File: src/rtl/game_controller.sv
`default_nettype none
// ============================================================================
// Module   : game_controller
// Purpose  : Space Invaders game-state engine advanced once per frame tick;
//            drives invader row, ship, bullet and gameplay status registers.
// Revision : 1.0 - initial release
// ============================================================================
module game_controller #(
    parameter int          INVADER_PERIOD = 30,
    parameter int          BULLET_PERIOD  = 2,
    parameter int          SHIP_PERIOD    = 4,
    parameter logic [19:0] INIT_ARRAY     = 20'hFFFFF,
    parameter logic [4:0]  SHIP_START     = 5'd10
) (
    input  logic        i_clk,
    input  logic        i_reset,
    input  logic        i_tick,
    input  logic        i_left,
    input  logic        i_right,
    input  logic        i_fire,
    output logic [19:0] o_invaders_array,
    output logic [3:0]  o_invaders_line,
    output logic [4:0]  o_ship_x,
    output logic [4:0]  o_bullet_x,
    output logic [3:0]  o_bullet_y,
    output logic        o_bullet_flying,
    output logic [1:0]  o_gameplay
);

    localparam logic [1:0] c_PLAYING   = 2'b00;
    localparam logic [1:0] c_YOU_WIN   = 2'b01;
    localparam logic [1:0] c_GAME_OVER = 2'b10;

    localparam logic [3:0] c_LOSE_LINE = 4'd13;
    localparam logic [3:0] c_FIRE_ROW  = 4'd12;
    localparam logic [4:0] c_LAST_COL  = 5'd19;

    localparam int c_IW = (INVADER_PERIOD > 1) ? $clog2(INVADER_PERIOD) : 1;
    localparam int c_BW = (BULLET_PERIOD  > 1) ? $clog2(BULLET_PERIOD)  : 1;
    localparam int c_SW = (SHIP_PERIOD    > 1) ? $clog2(SHIP_PERIOD)    : 1;

    localparam logic [c_IW-1:0] c_INV_LAST  = c_IW'(INVADER_PERIOD - 1);
    localparam logic [c_BW-1:0] c_BUL_LAST  = c_BW'(BULLET_PERIOD - 1);
    localparam logic [c_SW-1:0] c_SHIP_LAST = c_SW'(SHIP_PERIOD - 1);

    logic [19:0]     r_array;
    logic [3:0]      r_line;
    logic [4:0]      r_ship_x;
    logic [4:0]      r_bullet_x;
    logic [3:0]      r_bullet_y;
    logic            r_flying;
    logic [1:0]      r_gameplay;
    logic [c_IW-1:0] r_inv_cnt;
    logic [c_BW-1:0] r_bul_cnt;
    logic [c_SW-1:0] r_ship_cnt;

    logic w_playing;
    logic w_win;
    logic w_lose;
    logic w_inv_due;
    logic w_bul_due;
    logic w_ship_due;
    logic w_launch;
    logic w_hit;

    assign w_playing  = (r_gameplay == c_PLAYING);
    assign w_win      = (r_array == 20'd0);
    assign w_lose     = (r_line >= c_LOSE_LINE);
    assign w_inv_due  = (r_inv_cnt == c_INV_LAST);
    assign w_bul_due  = (r_bul_cnt == c_BUL_LAST);
    assign w_ship_due = (r_ship_cnt == c_SHIP_LAST);
    assign w_launch   = !r_flying && i_fire;
    assign w_hit      = r_flying && (r_bullet_y == r_line) && r_array[r_bullet_x];

    always_ff @(posedge i_clk or negedge i_reset) begin
        if (!i_reset) begin
            r_array    <= INIT_ARRAY;
            r_line     <= 4'd0;
            r_ship_x   <= SHIP_START;
            r_bullet_x <= 5'd0;
            r_bullet_y <= 4'd0;
            r_flying   <= 1'b0;
            r_gameplay <= c_PLAYING;
            r_inv_cnt  <= '0;
            r_bul_cnt  <= '0;
            r_ship_cnt <= '0;
        end else if (w_playing) begin
            // A pending end-of-game wins over any tick arriving on the same edge,
            // so the board freezes exactly as it was when the condition appeared.
            if (w_win) begin
                r_gameplay <= c_YOU_WIN;
                r_flying   <= 1'b0;
            end else if (w_lose) begin
                r_gameplay <= c_GAME_OVER;
                r_flying   <= 1'b0;
            end else if (i_tick) begin
                r_inv_cnt  <= w_inv_due  ? '0 : r_inv_cnt + 1'b1;
                r_ship_cnt <= w_ship_due ? '0 : r_ship_cnt + 1'b1;
                r_bul_cnt  <= (w_launch || w_bul_due) ? '0 : r_bul_cnt + 1'b1;

                if (w_ship_due) begin
                    if (i_left && !i_right && r_ship_x != 5'd0) begin
                        r_ship_x <= r_ship_x - 5'd1;
                    end else if (i_right && !i_left && r_ship_x != c_LAST_COL) begin
                        r_ship_x <= r_ship_x + 5'd1;
                    end
                end

                if (w_launch) begin
                    r_bullet_x <= r_ship_x;
                    r_bullet_y <= c_FIRE_ROW;
                    r_flying   <= 1'b1;
                end else if (w_hit) begin
                    r_array[r_bullet_x] <= 1'b0;
                    r_flying            <= 1'b0;
                end else if (r_flying && w_bul_due) begin
                    if (r_bullet_y != 4'd0) begin
                        r_bullet_y <= r_bullet_y - 4'd1;
                    end else begin
                        r_flying <= 1'b0;
                    end
                end

                if (w_inv_due) begin
                    r_line <= r_line + 4'd1;
                end
            end
        end
    end

    assign o_invaders_array = r_array;
    assign o_invaders_line  = r_line;
    assign o_ship_x         = r_ship_x;
    assign o_bullet_x       = r_bullet_x;
    assign o_bullet_y       = r_bullet_y;
    assign o_bullet_flying  = r_flying;
    assign o_gameplay       = r_gameplay;

endmodule
`default_nettype wire

File: config.mk
export PLATFORM = sky130hd
export DESIGN_NAME = game_controller
export DESIGN_NICKNAME = d
export VERILOG_FILES = /design/src/rtl/game_controller.sv
export SDC_FILE = /design/constraint.sdc
export NUM_CORES = 1
export LEC_CHECK = 0
export ABC_AREA = 1
export ABC_CLOCK_PERIOD_IN_PS = 5800
export CELL_PAD_IN_SITES_DETAIL_PLACEMENT = 2
export CELL_PAD_IN_SITES_GLOBAL_PLACEMENT = 2
export CORE_MARGIN = 2
export CORE_UTILIZATION = 33
export CTS_CLUSTER_SIZE = 14
export DETAILED_ROUTE_END_ITERATION = 16
export PLACE_DENSITY_LB_ADDON = 0.3
export SETUP_SLACK_MARGIN = 0.1
export SLEW_MARGIN = 0
export SYNTH_ARGS = -nofsm -noshare
export SYNTH_HDL_FRONTEND = slang
export SYNTH_SLANG_ARGS = --single-unit
File: constraint.sdc
create_clock -name i_clk -period 5.8 [get_ports i_clk]
set_input_delay 0.87 -clock i_clk [delete_from_list [all_inputs] [get_ports i_clk]]
set_output_delay 0.87 -clock i_clk [all_outputs]
set_load 0.01 [all_outputs]
==> metrics.txt <==
fmax=0.382 GHz; yosys warns=0; FILL cells=940; FP Rows=33; final wirelength=7930 µm; Mapped Area=0.00280 mm²; gpl congestion=0.767; via/cell ratio=4.80; vias in the first global route=2838; Post-synth EDFFs=0; syn avg cell area=7.59 µm²; 1st-iter DRT viols=68; port bufs=46; status=finished clean; CP bufs+invs=3; I/O pin cnt=47; Synth Instances=369; Max-slew headroom=0.560; WP data arrival=2.85 ns; Max clock buf depth=2; maxcap violations=0; DR WL/cell=15.2 µm; antenna violations before repair=0; CTS tree=built; # H-tree levels=2; commonest non-fill, non-tap cell in the layout=nand2_1; Post-DRT Antenna Nets=0; Num CTS Buffers=5; core area=0.00822 mm²; Remaining Overflow, GRT=0; clock slew at reported path FFs=0.10 ns; largest net degree at the start of global routing=50; Synth Register Bits=49; LEAKAGE=0.00169 µW; DRC=0; peak supply drop=0.000146 V; sequential area share after synthesis=0.448; root buf cell=clkbuf_8; top_reg_cell synth=dfrtp_1; top cell family by delay on the critical path=buffers and inverters; Post-DP HPWL=5950 µm; first-pass GRT wire length=13800 µm; CP startpoint kind=input port; setup TNS=0 ns; CP max stage cell=clkdlybuf4s50_1; die outline width=96.1 µm; crit-path max cell delay=0.47 ns; ys async rst share=1.00; Final Hold Vio Count=0; setup repair bufs after CTS=0; Crit. End Element=flip-flop; DR vias=2513; Unique masters post-synth=31; Least-Margin Pin Slew=0.654 ns; Pre-antenna DRT Iters=4; most frequent cells in the layout=102 x nand2_1, 56 x nor2_1, 52 x inv_1, 45 x clkdlybuf4s50_1, 27 x dfrtp_1; Initial Utilization=0.341; syn nets=386; Worst Path Class, Setup=input port to flip-flop; Die Ht=96.1 µm; Tcrit/Tclk final=0.452; crit-path cells=clkdlybuf4s50_1, inv_1, nand3_1, inv_1, fa_1, nand2_1, nand2_1, a21oi_1, xnor2_1, nor3_1, xor2_1; pwr/cell area=481 mW/mm²; pins over their slew limit=0; Ant. Diodes=0; clk_skew=0.00842 ns; Net count, final=434; CTS hold repair buffers=0; total track usage=0.194; fin crit period=2.62 ns; die area=0.00924 mm²; Core Util, Final=0.417; CP max FO=4; Worst EP required=6.03 ns; Worst-Skew Late Latency=0.30 ns; worst hold-check path type=flip-flop to flip-flop; cts repair resizes=0; CTS Sinks=49; RSZ-0062 raised after global routing=false; layout cells sized above 1=0.117; area delta synth->final=22.3%; Setup-failing EPs final=0
==> final timing paths <==
kind,from,slack [ns],cells past startpoint,endpoint
max,i_right,3.18,11,o_ship_x[4]$_DFFE_PN0P_
min,o_invaders_array[7]$_DFFE_PN1P_,0.48,2,o_invaders_array[7]$_DFFE_PN1P_
max reg2reg,o_invaders_line[0]$_DFFE_PN0P_,3.41,9,o_invaders_array[13]$_DFFE_PN1P_
min reg2reg,o_invaders_array[7]$_DFFE_PN1P_,0.48,2,o_invaders_array[7]$_DFFE_PN1P_
max in group asynchronous,i_reset,4.71,2,r_ship_cnt[1]$_DFFE_PN0P_
min in group asynchronous,i_reset,0.66,2,o_ship_x[2]$_DFFE_PN0P_
==> routing by layer <==
layer	vias up	routed length, µm	track usage	part of all wire
met3	6	140	0.0274	0.018
met1	1245	3580	0.239	0.45
met2	27	4130	0.358	0.52
met5	-	0	0	0
met4	0	78	0.0393	0.0098
li1	1235	-	-	-
==> where the power goes <==
group	switching, µW	leakage (µW)	internal [µW]
combinational	448	0.00108	349
sequential	165	0.000564	478
clock	121	0.0000439	83.6
total	735	0.00169	911
==> synthesized netlist by cell type (2+ instances only) <==
library cell	n	area share
nor2_2	10	0.022
nor3_1	9	0.016
o21ai_1	3	0.0054
o21a_1	2	0.0054
ha_1	10	0.045
o21ai_0	20	0.036
dfstp_2	22	0.21
nor2_1	56	0.075
inv_1	52	0.070
nand2_1	102	0.14
buf_6	4	0.016
inv_2	2	0.0027
dfrtp_1	27	0.24
xor2_1	4	0.013
a21oi_1	5	0.0089
nand4_1	6	0.013
nand3_1	17	0.030
xnor2_1	5	0.016
==> cells by family (layout without fill, tap and decap cells) <==
family,after synthesis,in the layout,share of synthesized area
fa+ha+maj,11,11,0.0518
xor+xnor,9,9,0.0281
flops,49,49,0.448
buf+inv,61,110,0.0943
simple gates,203,203,0.305
mux,1,1,0.00357
compound gates,35,35,0.0697
==> stage by stage <==
step | cell area [µm²] | std cells | hold slack (ns) | setup WS [ns] | total power, µW
after detailed placement | 3340 | 515 | 0.471 | 2.84 | 1460
after global placement | 3340 | 515 | 0.465 | 2.97 | 1410
after CTS | 3420 | 523 | 0.487 | 3.16 | 1680
after global routing | 3420 | 523 | 0.515 | 3.04 | 1820
final | 3420 | 523 | 0.484 | 3.18 | 1650
after floorplan | 2800 | 369 | 0.453 | 3.54 | 1100
==> flip-flops by register name, summed over array words and instances, names as in the netlist <==
signal            cells
o_bullet_x            5
o_ship_x              5
o_bullet_y            4
r_inv_cnt             5
r_ship_cnt            2
o_bullet_flying       1
r_bul_cnt             1
o_gameplay            2
o_invaders_line       4
o_invaders_array     20
==> worst min-delay path: cells and delay by family (launching register included) <==
| family | cells | cell delay, ns |
|---|---|---|
| buf+inv | 1 | 0.06 |
| flops | 1 | 0.39 |
| simple gates | 1 | 0.04 |
==> cell type report <==
| class | instances | area [µm²] | area share |
|---|---|---|---|
| Tap cell | 105 | 131 | 0.0384 |
| Timing Repair Buffer | 47 | 463 | 0.135 |
| Multi-Input combinational cell | 259 | 1280 | 0.375 |
| Inverter | 55 | 206 | 0.0603 |
| Clock buffer | 5 | 68.8 | 0.0201 |
| Sequential cell | 49 | 1250 | 0.366 |
| Clock inverter | 3 | 17.5 | 0.00512 |
Power figures use the tool's default switching activity.
